[config.mk]
export PLATFORM = sky130hd
export DESIGN_NAME = mips_dmem_responder_flat
export DESIGN_NICKNAME = d
export VERILOG_FILES = /design/src/rtl/mips_mem_pkg.sv /design/src/rtl/mips_dmem_responder_if.sv /design/src/rtl/mips_dmem_array.sv /design/src/rtl/mips_dmem_responder.sv /design/src/flat_wrapper.sv
export SDC_FILE = /design/constraint.sdc
export NUM_CORES = 2
export LEC_CHECK = 0
export ABC_AREA = 1
export BUFFER_PORTS_ARGS = -buffer_cell sky130_fd_sc_hd__buf_2
export CAP_MARGIN = 10
export CORE_MARGIN = 2
export CORE_UTILIZATION = 38
export CTS_BUF_LIST = sky130_fd_sc_hd__clkbuf_4 sky130_fd_sc_hd__clkbuf_8
export CTS_CLUSTER_DIAMETER = 120
export DETAILED_ROUTE_END_ITERATION = 10
export GPL_TIMING_DRIVEN = 0
export SLEW_MARGIN = 20
export SYNTH_ARGS = -nofsm -noshare
export SYNTH_HDL_FRONTEND = slang
export SYNTH_SLANG_ARGS = --single-unit
export TNS_END_PERCENT = 100
[constraint.sdc]
create_clock -name clk -period 4.75 [get_ports clk]
set_clock_uncertainty 0.15 [all_clocks]
set_input_delay 0.95 -clock clk [delete_from_list [all_inputs] [get_ports clk]]
set_output_delay 0.95 -clock clk [all_outputs]
set_load 0.02 [all_outputs]
[src/rtl/mips_mem_pkg.sv]
// Shared types and constants for the MIPS data-memory responder slice.
package mips_mem_pkg;

    localparam int ADDR_W = 32;
    localparam int DATA_W = 32;
    localparam int BE_W   = 4;

    // Single-bit today; kept as named codes so a multi-bit error field can grow later.
    localparam logic ERR_NONE   = 1'b0;
    localparam logic ERR_ACCESS = 1'b1;

    typedef enum logic [1:0] {
        IDLE = 2'd0,
        WAIT = 2'd1,
        RESP = 2'd2
    } state_t;

    // Request fields held while the access is outstanding (the word index is kept separately).
    typedef struct packed {
        logic              we;
        logic [DATA_W-1:0] wdata;
        logic [BE_W-1:0]   be;
        logic              err;
    } dmem_req_t;

endpackage

[src/rtl/mips_dmem_responder_if.sv]
// Load/store request and response handshake between the core LSU and the responder.
import mips_mem_pkg::*;

interface mips_dmem_responder_if;
    logic              req_valid;
    logic              req_ready;
    logic              req_we;
    logic [ADDR_W-1:0] req_addr;
    logic [DATA_W-1:0] req_wdata;
    logic [BE_W-1:0]   req_be;
    logic              rsp_valid;
    logic              rsp_ready;
    logic [DATA_W-1:0] rsp_rdata;
    logic              rsp_err;
    logic              busy;

    modport master (
        output req_valid, req_we, req_addr, req_wdata, req_be, rsp_ready,
        input  req_ready, rsp_valid, rsp_rdata, rsp_err, busy
    );

    modport slave (
        input  req_valid, req_we, req_addr, req_wdata, req_be, rsp_ready,
        output req_ready, rsp_valid, rsp_rdata, rsp_err, busy
    );
endinterface

[src/rtl/mips_dmem_array.sv]
// Single-port word RAM with byte-enable write and a registered read port.
// The read register loads on rd_en, clears on rd_clr, and otherwise holds,
// so the response data stays stable while the core back-pressures.
import mips_mem_pkg::*;

module mips_dmem_array #(
    parameter int DEPTH_WORDS = 64,
    parameter int IDX_W       = $clog2(DEPTH_WORDS)
) (
    input  logic              clk,
    input  logic              rst,
    input  logic              we,
    input  logic              rd_en,
    input  logic              rd_clr,
    input  logic [IDX_W-1:0]  idx,
    input  logic [BE_W-1:0]   be,
    input  logic [DATA_W-1:0] wdata,
    output logic [DATA_W-1:0] rdata
);

    logic [DATA_W-1:0] mem [DEPTH_WORDS];

    // Byte-lane writes; contents are deliberately not reset.
    always_ff @(posedge clk) begin
        for (int b = 0; b < BE_W; b++) begin
            if (we && be[b]) mem[idx][8*b +: 8] <= wdata[8*b +: 8];
        end
    end

    // Read register: reset and clear force zero, read loads the addressed word.
    always_ff @(posedge clk) begin
        if (rst)         rdata <= '0;
        else if (rd_en)  rdata <= mem[idx];
        else if (rd_clr) rdata <= '0;
    end

endmodule

[src/rtl/mips_dmem_responder.sv]
// Data-memory responder: one request at a time, WAIT_CYCLES wait states,
// then a held response. Stores commit and loads read on the edge into RESP.
import mips_mem_pkg::*;

module mips_dmem_responder #(
    parameter int          DEPTH_WORDS = 64,
    parameter int          WAIT_CYCLES = 2,
    parameter logic [31:0] BASE_ADDR   = 32'h0000_0000
) (
    input logic                  clk,
    input logic                  rst,
    mips_dmem_responder_if.slave bus
);

    localparam int                IDX_W = $clog2(DEPTH_WORDS);
    localparam int                CNT_W = (WAIT_CYCLES > 1) ? $clog2(WAIT_CYCLES) : 1;
    localparam logic [ADDR_W-1:0] SPAN  = ADDR_W'(DEPTH_WORDS * 4);

    state_t            state;
    logic [CNT_W-1:0]  cnt;
    dmem_req_t         lat;
    logic [IDX_W-1:0]  idx_q;

    logic [ADDR_W-1:0] in_off;
    logic              in_err;
    logic [IDX_W-1:0]  in_idx;
    logic              accept;
    logic              enter_resp;

    logic              cur_we;
    logic              cur_err;
    logic [IDX_W-1:0]  cur_idx;
    logic [DATA_W-1:0] cur_wdata;
    logic [BE_W-1:0]   cur_be;
    logic              ram_we;
    logic              ram_rd;
    logic              ram_clr;
    logic [DATA_W-1:0] ram_rdata;

    // Address decode of the incoming request; below-base addresses wrap high and fail the range test.
    always_comb begin
        in_off = bus.req_addr - BASE_ADDR;
        in_err = (bus.req_addr[1:0] != 2'b00) || (in_off >= SPAN);
        in_idx = in_off[IDX_W+1:2];
    end

    assign accept     = (state == IDLE) && bus.req_valid;
    assign enter_resp = (WAIT_CYCLES == 0) ? accept : ((state == WAIT) && (cnt == '0));

    // RAM controls: with no wait states the access uses the live request, otherwise the latched one.
    always_comb begin
        cur_we    = lat.we;
        cur_err   = lat.err;
        cur_idx   = idx_q;
        cur_wdata = lat.wdata;
        cur_be    = lat.be;
        if (state == IDLE) begin
            cur_we    = bus.req_we;
            cur_err   = in_err;
            cur_idx   = in_idx;
            cur_wdata = bus.req_wdata;
            cur_be    = bus.req_be;
        end
        ram_we  = enter_resp && !rst && cur_we && (cur_err == ERR_NONE);
        ram_rd  = enter_resp && !cur_we && (cur_err == ERR_NONE);
        ram_clr = enter_resp && (cur_we || (cur_err == ERR_ACCESS));
    end

    // Capture the request payload on accept.
    always_ff @(posedge clk) begin
        if (accept) begin
            lat   <= '{we: bus.req_we, wdata: bus.req_wdata, be: bus.req_be, err: in_err};
            idx_q <= in_idx;
        end
    end

    // Handshake FSM with registered outputs.
    always_ff @(posedge clk) begin
        if (rst) begin
            state         <= IDLE;
            cnt           <= '0;
            bus.req_ready <= 1'b1;
            bus.rsp_valid <= 1'b0;
            bus.rsp_err   <= ERR_NONE;
            bus.busy      <= 1'b0;
        end else begin
            case (state)
                IDLE: if (bus.req_valid) begin
                    bus.req_ready <= 1'b0;
                    bus.busy      <= 1'b1;
                    if (WAIT_CYCLES == 0) begin
                        state         <= RESP;
                        bus.rsp_valid <= 1'b1;
                        bus.rsp_err   <= in_err;
                    end else begin
                        state <= WAIT;
                        cnt   <= CNT_W'(WAIT_CYCLES - 1);
                    end
                end
                WAIT: begin
                    if (cnt == '0) begin
                        state         <= RESP;
                        bus.rsp_valid <= 1'b1;
                        bus.rsp_err   <= lat.err;
                    end else begin
                        cnt <= cnt - 1'b1;
                    end
                end
                RESP: if (bus.rsp_ready) begin
                    state         <= IDLE;
                    bus.rsp_valid <= 1'b0;
                    bus.rsp_err   <= ERR_NONE;
                    bus.req_ready <= 1'b1;
                    bus.busy      <= 1'b0;
                end
                default: state <= IDLE;
            endcase
        end
    end

    mips_dmem_array #(
        .DEPTH_WORDS(DEPTH_WORDS),
        .IDX_W      (IDX_W)
    ) u_array (
        .clk   (clk),
        .rst   (rst),
        .we    (ram_we),
        .rd_en (ram_rd),
        .rd_clr(ram_clr),
        .idx   (cur_idx),
        .be    (cur_be),
        .wdata (cur_wdata),
        .rdata (ram_rdata)
    );

    assign bus.rsp_rdata = ram_rdata;

endmodule

[src/flat_wrapper.sv]
// flat-port wrapper written by rule: the top's interface ports become plain ports
module mips_dmem_responder_flat 
#(
    parameter int          DEPTH_WORDS = 64,
    parameter int          WAIT_CYCLES = 2,
    parameter logic [31:0] BASE_ADDR   = 32'h0000_0000
)
  (clk, rst, bus_req_valid, bus_req_we, bus_req_addr, bus_req_wdata, bus_req_be, bus_rsp_ready, bus_req_ready, bus_rsp_valid, bus_rsp_rdata, bus_rsp_err, bus_busy);
  mips_dmem_responder_if bus_i ();
  input logic clk;
  input logic rst;
  input wire logic [$bits(bus_i.req_valid)-1:0] bus_req_valid;
  input wire logic [$bits(bus_i.req_we)-1:0] bus_req_we;
  input wire logic [$bits(bus_i.req_addr)-1:0] bus_req_addr;
  input wire logic [$bits(bus_i.req_wdata)-1:0] bus_req_wdata;
  input wire logic [$bits(bus_i.req_be)-1:0] bus_req_be;
  input wire logic [$bits(bus_i.rsp_ready)-1:0] bus_rsp_ready;
  output wire logic [$bits(bus_i.req_ready)-1:0] bus_req_ready;
  output wire logic [$bits(bus_i.rsp_valid)-1:0] bus_rsp_valid;
  output wire logic [$bits(bus_i.rsp_rdata)-1:0] bus_rsp_rdata;
  output wire logic [$bits(bus_i.rsp_err)-1:0] bus_rsp_err;
  output wire logic [$bits(bus_i.busy)-1:0] bus_busy;
  assign bus_i.req_valid = bus_req_valid;
  assign bus_i.req_we = bus_req_we;
  assign bus_i.req_addr = bus_req_addr;
  assign bus_i.req_wdata = bus_req_wdata;
  assign bus_i.req_be = bus_req_be;
  assign bus_i.rsp_ready = bus_rsp_ready;
  assign bus_req_ready = bus_i.req_ready;
  assign bus_rsp_valid = bus_i.rsp_valid;
  assign bus_rsp_rdata = bus_i.rsp_rdata;
  assign bus_rsp_err = bus_i.rsp_err;
  assign bus_busy = bus_i.busy;
  mips_dmem_responder #(.DEPTH_WORDS(DEPTH_WORDS), .WAIT_CYCLES(WAIT_CYCLES), .BASE_ADDR(BASE_ADDR)) u_core (.clk(clk), .rst(rst), .bus(bus_i));
endmodule
# Word level (Yosys, flattened, before mapping)
# Memories as Yosys holds them, arrays and structs flattened.
# Index checks and enable logic that the tools add are counted.
classes:
  muxes: 31
  n_eq_ne: 5
  n_reduce_logical: 26
  bitwise_logic: 2
  n_addsub: 1
  order_cmp: 1
op_table:
  columns: ["operator", "count"]
  rows:
  - ["$mux W32", 3]
  - ["$ge A32 B9 Y1 const B", 1]
  - ["$mux W1", 17]
  - ["$logic_and A1 B1 Y1", 12]
  - ["$pmux W1 S2", 5]
  - ["$reduce_bool A2 Y1", 5]
  - ["$reduce_and A3 Y1", 3]
  - ["$mux W2", 3]
  - ["$mux W6", 1]
  - ["$ne A2 B2 Y1 const B", 3]
  - ["$pmux W2 S3", 1]
  - ["$mux W4", 1]
  - ["$eq A2 B1 Y1 const B", 1]
  - ["$eq A2 B2 Y1 const B", 1]
  - ["$logic_not A1 Y1", 2]
  - ["$logic_not A2 Y1", 1]
  - ["$logic_or A1 B1 Y1", 2]
  - ["$not A1 Y1", 2]
  - ["$reduce_and A2 Y1", 1]
  - ["$sub A1 B1 Y1 const B", 1]
totals:
  out_inout_bits: 36
  n_memories: 1
  ram_bits: 2048
  ff_bits: 83
  wordCells: 79
  inputBits: 73
memory_table:
  columns: ["memory", "words", "word_bits", "rd", "rd_clocked_by_memory_dff", "write_ports", "line_no", "source"]
  rows:
  - ["u_core.u_array.mem", 64, 32, 1, 0, 1, "mips_dmem_array.sv:21", "logic [DATA_W-1:0] mem [DEPTH_WORDS];"]

# Logic depth before layout (Yosys ltp)
logic_depth:
  word_depth: 8
  mapped_depth: 18
  mapped_depth_nobuf: 15

# Modules after synthesis
# A second synthesis with hierarchy kept.
hier_totals:
  hier_cells: 9082
  hier_area_um2: 90698.2
by_module_without_submodules:
  columns: ["module", "seq_area_each_um2", "instances", "area_each_um2", "cells_each"]
  rows:
  - ["mips_dmem_array", 62139.6, 1, 88413.5, 8827]
  - ["mips_dmem_responder", 1461.4, 1, 2284.7, 255]

# Worst setup path before layout
# No wires, ideal clock.
synth_path:
  path_type: "input to register"
  startpoint: "in bus_req_addr[11]"
  endpoint: "mem u_core.u_array.mem[10][0] (enable)"
  cell_stages: 9
  n_path_buf: 1
  t_required_ps: 4230
  arrival_time_ps: 2690
  slack_ps: 1540
  setup_ps: 370
  path_cell_list: "or2_0 -> nor4_1 -> nand2_1 -> nand2_1 -> o21ai_0 -> nor3_1 -> nand2_1 -> clkbuf_1 -> nor2_1"
synth_via:
  elab_chain_len: 8
synth_rtl:
  columns: ["element", "line_no", "source"]
  rows:
  - ["start, declared", "flat_wrapper.sv:14", "input wire logic [$bits(bus_i.req_addr)-1:0] bus_req_addr;"]
  - ["$ge A32 B9 Y1", "mips_dmem_responder.sv:43", "in_err = (bus.req_addr[1:0] != 2'b00) || (in_off >= SPAN);"]
  - ["$logic_or A1 B1 Y1", "mips_dmem_responder.sv:43", null]
  - ["via u_core.in_err", "mips_dmem_responder.sv:25", "logic in_err;"]
  - ["$mux W1", "mips_dmem_responder.sv:57", "if (state == IDLE) begin"]
  - ["$not A1 Y1", "mips_dmem_responder.sv:64", "ram_we = enter_resp && !rst && cur_we && (cur_err == ERR_NONE);"]
  - ["$logic_and A1 B1 Y1", "mips_dmem_responder.sv:64", null]
  - ["$logic_and A1 B1 Y1", "mips_dmem_array.sv:26", "if (we && be[b]) mem[idx][8*b +: 8] <= wdata[8*b +: 8];"]
  - ["$mux W1", "mips_dmem_array.sv:26", null]
  - ["$mux W1 (implied by the code)", "mips_dmem_array.sv:26", null]
  - ["end, declared", "mips_dmem_array.sv:21", null]
# The timed path passes the listed nets, and every way through them passes these cells.

# Final worst setup path
layout_path:
  startpoint: "reg u_core.state[0]"
  endpoint: "mem u_core.u_array.mem[36][24] (enable)"
layout_via:
  elab_chain_len: 8
  word_cells_on_any_way: 14
  classes_between: "1 x eq/ne; 6 x mux; 1 x bitwise; 6 x reduce/logical"
layout_rtl:
  columns: ["element", "line_no", "source"]
  rows:
  - ["start, declared", "mips_dmem_responder.sv:19", "state_t state;"]
  - ["start signal, assigned", "mips_dmem_responder.sv:80", "state <= IDLE;"]
  - ["start signal, assigned", "mips_dmem_responder.sv:92", "state <= RESP;"]
  - ["start signal, assigned", "mips_dmem_responder.sv:96", "state <= WAIT;"]
  - ["$eq A2 B1 Y1", "mips_dmem_responder.sv:48", "assign enter_resp = (WAIT_CYCLES == 0) ? accept : ((state == WAIT) && (cnt == '0));"]
  - ["$logic_and A1 B1 Y1", "mips_dmem_responder.sv:48", null]
  - ["$logic_and A1 B1 Y1 (3 in series)", "mips_dmem_responder.sv:64", null]
  - ["$logic_and A1 B1 Y1", "mips_dmem_array.sv:26", null]
  - ["$mux W1", "mips_dmem_array.sv:26", null]
  - ["$mux W1 (implied by the code)", "mips_dmem_array.sv:26", null]
# Parallel ways exist; a longest one is shown, timed or not.

==> qor.yml <==
status: "complete, but fails checks"
failed_checks: "negative setup slack"
post-route-period-util: 1.05
power_density_nw_per_um2: 429
finalCriticalPeriod_ps: 4990
min_path_type: "in2reg"
grt_overflow: 0
cts_root_buf: "clkbuf_8"
clock_latency_ps: 1090
timing.hold.ws_ps: 108
ir_worst_vdd_uv: 322
fin_tns_setup_ps: -5390
die_x_um: 487
crit_start: "u_core.state[0]"
tightest_slew_ps: 1270
final_core_utilization: 0.438
synth_seq_cells: 2131
wire_per_inst_um: 26.1
r2r_start: "u_core.state[0]"
crit_type: "reg2reg"
grt_pass1_wl_mm: 435
fin_ws_ps: -242
crit_required_ps: 5260
grtUsageTotal: 0.260
ys_seq_area_frac: 0.719
finalHoldViolations: 0
portBuffers: 107
rows: 177
reg2reg_slack_ps: -240
antenna_left: 0
start_kind: "flip-flop"
drcViolationCount: 0
routed_via_density: 5.38
syn_avg_cell_area_um2: 10.8
cts_max_path_buffers: 4
drt-total-wl_mm: 316
cts_tree: "built"
synth_nets: 8283
crit_end: "u_core.u_array.mem[36][24]"
netlist_instances: 8210
drive_above_1_share: 0.127
maxSlewViolCount: 0
area_growth_pct: 14.9
first_pass_iters: 6
path_clk_slew_ps: 60
grt_pass1_vias: 60000
start_util: 0.381
dp.final_hpwl_mm: 219
vias: 64900
io_pins: 109
ys_warn_count: 0
netlist_area_um2: 88500
dp.cells: 11400
die_area_um2: 237000
rr_worst_depth: 12
worst_r2r_endpoint: "u_core.u_array.mem[36][24]"
maxCapViolCount: 0
cts_made_buffers: 351
first_iter_violations: 9954
max_clock_freq_ghz: 0.200
pre_cts_ws_ps: -1020
fin_nets: 8844
cts.sinks: 2131
final_common_cell: "nand2_1"
slew_headroom: 0.152
leakage_uw: 0.0390
fillCellCount: 21600
ys_types: 31
grt_max_degree: 65
place.gp.congestion: 0.991
antenna_found_initial: 24
instances_no_fill: 12100
end_kind: "flip-flop"
core-area_um2: 232000
path_max_fanout: 10
finalSetupViolCount: 83
cts_max_level: 5
most-common-layout-cells: "3231 x nand2_1, 2092 x edfxtp_1, 607 x inv_1"
rsz0062_at_grt: "yes"
die_h_um: 487
critPathArrivalTime_ps: 5500
-- stage by stage --
stage,cell area [µm²],total power [µW]
6_report,102000,43600
5_1_grt,102000,44700
4_1_cts,102000,43400
3_5_place_dp,94100,28100
3_3_place_gp,92900,28000
2_1_floorplan,88500,24800
-- Yosys cell counts (all sizes together) --
library cell | instances | area [µm²]
a211oi | 1 | 7.51
a21oi | 90 | 450
and2 | 6 | 37.5
buf | 254 | 1320
clkbuf | 183 | 687
dfxtp | 39 | 781
edfxtp | 2092 | 62800
inv | 616 | 2310
mux2i | 1 | 10.0
nand2 | 3272 | 12300
nand3 | 562 | 2810
nand4 | 104 | 651
nor2 | 604 | 2330
nor3 | 9 | 81.3
nor4 | 2 | 12.5
o21ai | 370 | 1860
o41ai | 1 | 8.76
or2 | 4 | 25.0
-- metal layers --
| metal | wire, µm | up-vias | share of wire | GRT usage |
|---|---|---|---|---|
| met2 | 134000 | 4308 | 0.43 | 0.380 |
| met1 | 123000 | 31400 | 0.39 | 0.354 |
| met3 | 41400 | 770 | 0.13 | 0.0751 |
| li1 | - | 28500 | - | - |
| met5 | 58 | - | 0.00018 | 0 |
| met4 | 16900 | 10 | 0.053 | 0.125 |
-- state kept, by name, indices dropped and copies added, names as in the netlist --
| signal | flops |
|---|---|
| u_core.bus.busy | 1 |
| u_core.bus.req_ready | 1 |
| u_core.bus.rsp_err | 1 |
| u_core.bus.rsp_valid | 1 |
| u_core.cnt | 1 |
| u_core.idx_q | 6 |
| u_core.lat | 38 |
| u_core.state | 2 |
| u_core.u_array.mem | 2048 |
| u_core.u_array.rdata | 32 |
-- repair_timing --
item,4_1_cts,5_1_grt
hold buffers,44,0
resized for setup,120,32
hold endpoints to repair,44,0
setup endpoints to repair,1968,246
pin swaps,5,0
setup buffers,14,0
-- worst min-delay path by stage --
stage	from	to	slack, ps	cells after the start
2_1_floorplan	u_core.cnt	u_core.state[0]	290	2
3_3_place_gp	u_core.bus.rsp_valid	u_core.bus.rsp_valid	280	2
3_5_place_dp	u_core.bus.rsp_valid	u_core.bus.rsp_valid	290	2
4_1_cts	bus_req_valid	u_core.state[0]	40	3
5_1_grt	bus_req_valid	u_core.state[0]	80	3
6_report	bus_req_valid	u_core.bus.busy	110	3
-- worst max-delay path: stages, from the launching register on --
cell and delay [ps]:
dfxtp_1 470, nor2_4 90, buf_6 150, nand2_1 70, nand2_2 460, nor2_4 580
buf_4 440, buf_4 270, inv_2 80, nor2_4 460, buf_16 230, nand2_1 210
nor2_2 850
-- power breakdown --
group | leakage (µW) | internal (µW) | switching [µW]
combinational | 0.0164 | 1440 | 5490
sequential | 0.0192 | 21200 | 14.7
clock | 0.00343 | 8100 | 7410
-- logic make-up (layout without fill, tap and decap cells) --
group	count (synthesis)	after routing	synth area share
simple gates	4563	4563	0.206
flops	2131	2131	0.719
buf+inv	1053	1859	0.0488
compound gates	462	462	0.0263
mux	1	1	0.000113
other cells	0	18	0
-- area by class of cell --
type                       instances  area, µm²  share of cell area
antenna                           18       45.0            0.000443
tap                             3043       3810              0.0374
clock inverter                   120        589             0.00579
inverter                         616       2310              0.0227
timing repair buffer             208       2120              0.0209
clock buffer                     478       5870              0.0577
buffer                           437       2010              0.0198
multi-input combinational       5026      21400               0.210
sequential                      2131      63600               0.625
Power figures use the tool's default switching activity.
